$ cat src/rtl/router_port_tx.sv
// rtl/router_port_tx.sv - serial packet transmitter (address, pad, payload; LSB first) for one router port.
// Optional ROUTER_TX_STATS_EN adds pkt_count, byte_count and sticky stall_seen outputs.
module router_port_tx #(
   parameter int ADDR_W     = 4,
   parameter int PAD_CYCLES = 5,
   parameter int GAP_CYCLES = 1
) (
   input  logic              clk,
   input  logic              reset,
   input  logic              cmd_valid,
   output logic              cmd_ready,
   input  logic [ADDR_W-1:0] cmd_da,
   input  logic              data_valid,
   output logic              data_ready,
   input  logic [7:0]        data_byte,
   input  logic              data_last,
   output logic              frame_n,
   output logic              valid_n,
   output logic              din,
   output logic              busy
`ifdef ROUTER_TX_STATS_EN
   ,
   output logic [15:0]       pkt_count,
   output logic [15:0]       byte_count,
   output logic              stall_seen
`endif
);

   typedef enum logic [2:0] {
      S_IDLE, S_ADDR, S_PAD, S_PAYLOAD, S_STALL, S_GAP
   } state_t;

   localparam logic [3:0] ADDR_LAST = 4'(ADDR_W - 1);
   localparam logic [3:0] PAD_LAST  = 4'(PAD_CYCLES - 1);
   localparam logic [3:0] GAP_LAST  = 4'(GAP_CYCLES - 1);

   state_t            state_q, state_d;
   logic [3:0]        cnt_q, cnt_d;
   logic [2:0]        bit_q, bit_d;
   logic [7:0]        shift_q, shift_d;
   logic              last_q, last_d;
   logic [ADDR_W-1:0] da_q, da_d;
   logic              frame_n_q, frame_n_d;
   logic              valid_n_q, valid_n_d;
   logic              din_q, din_d;
   logic              cmd_ready_q, cmd_ready_d;
   logic              data_ready_q, data_ready_d;
   logic              busy_q, busy_d;
   logic              accept;
   logic              load;

   assign accept = data_valid && data_ready_q;

   always_ff @(posedge clk or posedge reset) begin
      if (reset) begin
         state_q      <= S_IDLE;
         cnt_q        <= '0;
         bit_q        <= '0;
         shift_q      <= '0;
         last_q       <= 1'b0;
         da_q         <= '0;
         frame_n_q    <= 1'b1;
         valid_n_q    <= 1'b1;
         din_q        <= 1'b0;
         cmd_ready_q  <= 1'b0;
         data_ready_q <= 1'b0;
         busy_q       <= 1'b0;
      end else begin
         state_q      <= state_d;
         cnt_q        <= cnt_d;
         bit_q        <= bit_d;
         shift_q      <= shift_d;
         last_q       <= last_d;
         da_q         <= da_d;
         frame_n_q    <= frame_n_d;
         valid_n_q    <= valid_n_d;
         din_q        <= din_d;
         cmd_ready_q  <= cmd_ready_d;
         data_ready_q <= data_ready_d;
         busy_q       <= busy_d;
      end
   end

   always_comb begin
      state_d = state_q;
      cnt_d   = cnt_q;
      bit_d   = bit_q;
      shift_d = shift_q;
      last_d  = last_q;
      da_d    = da_q;
      load    = 1'b0;
      case (state_q)
         S_IDLE: begin
            if (cmd_valid && cmd_ready_q) begin
               state_d = S_ADDR;
               cnt_d   = '0;
               da_d    = cmd_da;
            end
         end
         S_ADDR: begin
            da_d = da_q >> 1;
            if (cnt_q == ADDR_LAST) begin
               state_d = S_PAD;
               cnt_d   = '0;
            end else begin
               cnt_d = cnt_q + 4'd1;
            end
         end
         S_PAD: begin
            if (cnt_q == PAD_LAST) begin
               if (accept) begin
                  state_d = S_PAYLOAD;
                  load    = 1'b1;
               end else begin
                  state_d = S_STALL;
               end
            end else begin
               cnt_d = cnt_q + 4'd1;
            end
         end
         S_PAYLOAD: begin
            shift_d = shift_q >> 1;
            if (bit_q == 3'd7) begin
               if (last_q) begin
                  state_d = S_GAP;
                  cnt_d   = '0;
               end else if (accept) begin
                  load = 1'b1;
               end else begin
                  state_d = S_STALL;
               end
            end else begin
               bit_d = bit_q + 3'd1;
            end
         end
         S_STALL: begin
            if (accept) begin
               state_d = S_PAYLOAD;
               load    = 1'b1;
            end
         end
         S_GAP: begin
            if (cnt_q == GAP_LAST) begin
               state_d = S_IDLE;
            end else begin
               cnt_d = cnt_q + 4'd1;
            end
         end
         default: state_d = S_IDLE;
      endcase
      if (load) begin
         shift_d = data_byte;
         last_d  = data_last;
         bit_d   = '0;
      end
   end

   // Outputs are decoded from the next state so they register in step with it.
   always_comb begin
      frame_n_d    = 1'b1;
      valid_n_d    = 1'b1;
      din_d        = 1'b0;
      cmd_ready_d  = 1'b0;
      data_ready_d = 1'b0;
      busy_d       = (state_d != S_IDLE);
      case (state_d)
         S_IDLE: cmd_ready_d = 1'b1;
         S_ADDR: begin
            frame_n_d = 1'b0;
            din_d     = da_d[0];
         end
         S_PAD: begin
            frame_n_d    = 1'b0;
            din_d        = 1'b1;
            data_ready_d = (cnt_d == PAD_LAST);
         end
         S_PAYLOAD: begin
            frame_n_d    = (bit_d == 3'd7) && last_d;
            valid_n_d    = 1'b0;
            din_d        = shift_d[0];
            data_ready_d = (bit_d == 3'd7) && !last_d;
         end
         S_STALL: begin
            frame_n_d    = 1'b0;
            din_d        = 1'b1;
            data_ready_d = 1'b1;
         end
         default: ;
      endcase
   end

   assign cmd_ready  = cmd_ready_q;
   assign data_ready = data_ready_q;
   assign frame_n    = frame_n_q;
   assign valid_n    = valid_n_q;
   assign din        = din_q;
   assign busy       = busy_q;

`ifdef ROUTER_TX_STATS_EN
   logic [15:0] pkt_count_q, byte_count_q;
   logic        stall_seen_q;

   always_ff @(posedge clk or posedge reset) begin
      if (reset) begin
         pkt_count_q  <= '0;
         byte_count_q <= '0;
         stall_seen_q <= 1'b0;
      end else begin
         if (state_q == S_PAYLOAD && bit_q == 3'd7 && last_q) begin
            pkt_count_q <= pkt_count_q + 16'd1;
         end
         if (accept) begin
            byte_count_q <= byte_count_q + 16'd1;
         end
         if (state_d == S_STALL) begin
            stall_seen_q <= 1'b1;
         end
      end
   end

   assign pkt_count  = pkt_count_q;
   assign byte_count = byte_count_q;
   assign stall_seen = stall_seen_q;
`endif

endmodule

$ cat config.mk
export PLATFORM = sky130hd
export DESIGN_NAME = router_port_tx
export DESIGN_NICKNAME = d
export VERILOG_FILES = /design/src/rtl/router_port_tx.sv
export SDC_FILE = /design/constraint.sdc
export NUM_CORES = 1
export LEC_CHECK = 0
export BUFFER_PORTS_ARGS = -buffer_cell sky130_fd_sc_hd__buf_4
export CORE_MARGIN = 1.5
export CORE_UTILIZATION = 45
export DETAILED_ROUTE_END_ITERATION = 8
export SYNTH_ARGS = -nofsm -noshare
export SYNTH_HDL_FRONTEND = slang
export SYNTH_SLANG_ARGS = --single-unit
$ cat constraint.sdc
create_clock -name clk -period 2.6 [get_ports clk]
set_clock_uncertainty 0.1 [all_clocks]
set_input_delay 0.13 -clock clk [delete_from_list [all_inputs] [get_ports clk]]
set_output_delay 0.13 -clock clk [all_outputs]
set_load 0.02 [all_outputs]
==> qor.csv <==
stage;metric;value;unit
min_path;worstHoldPathCells;2;
logic_synthesis;ys_async_sr_fraction;100.0;%
grt;antenna_found_initial;0;
logic_synthesis;synth.avg_cell_area;9.098;µm²
logic_synthesis;synth_edf_count;0;
routing;vias;1587;
flow_run;maxCapViolCount;0;
timing;fin_setup_tns;0;ns
clocking;tritoncts;done;
power;pwr_density_cell;1064;nW/µm²
clocking;clkTransAtPathRegs;0.06;ns
logic_synthesis;synth_seq_cells;29;
timing;finalHoldViolations;0;
timing;rsz0062_at_grt;no;
min_path;hp-start;data_byte[0];
logic_synthesis;synth_nets;219;
logic_synthesis;seq_area_frac_synth;40.22;%
routing;antenna_left;0;
floorplan;core;3771;µm²
routing;routed-wl-met2;2098;µm
setup_path;critPathArrivalTime;2.46;ns
logic_synthesis;synth.distinct_cells;59;
clocking;ctsResizeCount;0;
setup_path;critPathLaunch;state_q[2];
power;p_leak;0.9763;nW
setup_path;crit_required;2.64;ns
routing;drc;0;
layout;multi_input_area;962.2;µm²
routing;met3_length;158;µm
timing;relSlewSlack;62.81;%
timing;tightest_slew;0.5531;ns
timing;drv_slew;0;
layout;diodes;0;
logic_synthesis;syn-cell-area;1810;µm²
timing;min_period;2.419;ns
setup_path;r2r_cells;6;
setup_path;critical_path_class;flip-flop to flip-flop;
setup_path;r2r-end;din;
timing;fmax;0.4133;GHz
grt;overflow;0;
placed_design;numPortBuffers;22;
clocking;htreeDepth;2;
routing;drt_iter0_markers;170;
clocking;cts_buffers;5;
floorplan;ios;23;
clocking;insertion_delay;0.27;ns
floorplan;die_area;4413;µm²
routing;vias_per_cell;5.668;
grt;grt_usage;21.67;%
floorplan;die_h;66.43;µm
grt;grt_pass1_wl;7258;µm
power;ir_drop;0.4261;mV
layout;drive_gt1_share;23.71;%
floorplan;die-width;66.43;µm
setup_path;worst_path_max_delay_cell;dfrtp_1;
layout;fillers;326;
setup_path;timing.rr.start;state_q[2];
setup_path;cp_num_buf_inv;0;
routing;wirelength;4188;µm
placed_design;place_congestion;0.9647;
setup_path;cp_top_family;compound AO/OA/AOI/OAI gates;
min_path;min_to;shift_q[0];
routing;firstDrtPassIters;5;
routing;met1_length;1909;µm
layout;syn_to_final_growth;20.32;%
setup_path;crit_path_end_kind;flip-flop;
floorplan;initial_core_util;48.01;%
grt;grt_max_degree;30;
layout;seq_area;728.2;µm²
setup_path;critPathMaxStageDelay;0.59;ns
layout;post-route-util;57.76;%
logic_synthesis;synth_ff_type;dfrtp_1;
timing;finalSetupViolations;0;
floorplan;row_count;22;
setup_path;cp_cell_sequence;nand3b_1 -> nor2_1 -> o31ai_1 -> mux2_2 -> o22ai_1 -> o21ai_0;
setup_path;r2r_slack;0.18;ns
routing;dr.max_layer_used;met4;
routing;routedWlPerCell;14.96;µm
layout;nNetsFinal;251;
logic_synthesis;syn_inst;199;
grt;first_global_vias;1627;
clocking;cts_max_path_buffers;2;
min_path;hold_class;input pin to flip-flop;
status;status;complete, no violations;
clocking;cts_root_buf;clkbuf_8;
placed_design;hpwl;3037;µm
clocking;cts_sinks;29;
timing;timing.final.crit_share;93.06;%
logic_synthesis;yosys_warnings;0;
setup_path;crit_path_start_kind;flip-flop;
setup_path;cp_max_fo;13;
-- worst max path at each step --
stage | end | slack (ns) | depth (start not counted)
floorplan | busy | 0.56 | 8
global placement | din | 0.23 | 6
detailed placement | din | 0.18 | 8
CTS | din | 0.17 | 8
global route | din | 0.03 | 6
finish | din | 0.18 | 6
-- cell type report --
class / count / area share (%)
Tap cell: 48 / 2.757
Clock buffer: 6 / 3.331
Clock inverter: 2 / 0.4595
Multi-Input combinational cell: 146 / 44.17
Inverter: 12 / 2.183
Timing Repair Buffer: 37 / 13.67
Sequential cell: 29 / 33.43
-- what timing repair did --
item	4_1_cts	5_1_grt
endpoints found under the setup margin	0	1
hold endpoints to repair	34	0
hold buffers	8	0
setup buffers	0	1
-- metal layers --
layer  vias to the layer above  global-route usage [%]
met4                         0                   8.673
met1                       756                   26.33
li1                        783                       -
met2                        42                   37.25
met5                         -                       0
met3                         6                   4.429
-- through the flow --
stage,area (µm²),setup slack [ns],cells,power [mW],hold WS [ns]
2_1_floorplan,1810,0.5568,199,1.672,0.1066
3_3_place_gp,2008,0.2308,263,1.931,0.1313
3_5_place_dp,2008,0.1815,263,1.966,0.1373
4_1_cts,2171,0.1748,279,2.332,0.002594
5_1_grt,2178,0.02716,280,2.509,0.01850
6_report,2178,0.1805,280,2.318,0.01735
-- where the power goes --
group / switching, mW / leakage, nW / total (mW) / internal, mW
clock network: 0.158 / 0.0450 / 0.343 / 0.185
registers: 0.178 / 0.342 / 0.819 / 0.641
logic: 0.641 / 0.589 / 1.16 / 0.515
total: 0.977 / 0.976 / 2.32 / 1.34
-- placed cells by master, fill, tap and decap left out, drive strengths merged, types with 2 or more instances in the layout --
cell type    synthesis  final
buf                  6     29
dfrtp               27     27
nand2               22     22
o21ai               20     20
inv                 12     12
a21oi               10     10
o22ai               10     10
nor2                10     10
dlygate4sd3          0      8
mux2i                6      6
clkbuf               6      6
nand3b               4      4
and2                 4      4
nor3                 3      3
nor2b                3      3
o31ai                3      3
nand2b               3      3
or3b                 3      3
nand3                3      3
nor3b                3      3
a21o                 3      3
ha                   3      3
and3                 3      3
and3b                2      2
a31oi                2      2
or2                  2      2
clkinv               0      2
dfstp                2      2
a221oi               2      2
-- logic make-up (layout without fill, tap and decap cells) --
group	Yosys count	in the layout	share of synthesized area, %
fa+ha+maj	3	3	2.073
mux	7	7	3.939
flops	29	29	40.22
xor+xnor	1	1	0.4838
simple gates	69	69	21.91
compound gates	66	66	24.74
buf+inv	24	57	6.634
-- state kept, by name, indices dropped and copies added (netlist names) --
name / cells
last_q: 1
cnt_q: 4
bit_q: 3
state_q: 3
din: 1
busy: 1
frame_n: 1
data_ready: 1
da_q: 4
valid_n: 1
shift_q: 8
cmd_ready: 1
-- cells in the mapped netlist, drive strengths merged, types with 2 or more instances --
| library cell | instances | share of area, % |
|---|---|---|
| dfrtp | 27 | 37 |
| nand2 | 22 | 4.6 |
| o21ai | 20 | 5.5 |
| inv | 12 | 2.6 |
| a21oi | 10 | 2.8 |
| nor2 | 10 | 2.2 |
| o22ai | 10 | 3.5 |
| buf | 6 | 2.6 |
| clkbuf | 6 | 1.5 |
| mux2i | 6 | 3.3 |
| and2 | 4 | 1.7 |
| nand3b | 4 | 1.7 |
| a21o | 3 | 1.2 |
| and3 | 3 | 1.1 |
| ha | 3 | 2.1 |
| nand2b | 3 | 1.0 |
| nand3 | 3 | 0.83 |
| nor2b | 3 | 1.0 |
| nor3 | 3 | 0.83 |
| nor3b | 3 | 1.2 |
| o31ai | 3 | 1.2 |
| or3b | 3 | 1.5 |
| a221oi | 2 | 1.9 |
| a31oi | 2 | 0.69 |
| and3b | 2 | 0.97 |
| dfstp | 2 | 2.9 |
| or2 | 2 | 0.69 |
-- worst register-to-register path: cells and delay by family, from the launching register on --
family / cells / cell delay, ns
AOI/OAI and AO/OA: 3 / 0.73
DFF: 1 / 0.59
muxes: 1 / 0.42
and+or+nand+nor: 2 / 0.44
Power figures use the tool's default switching activity.
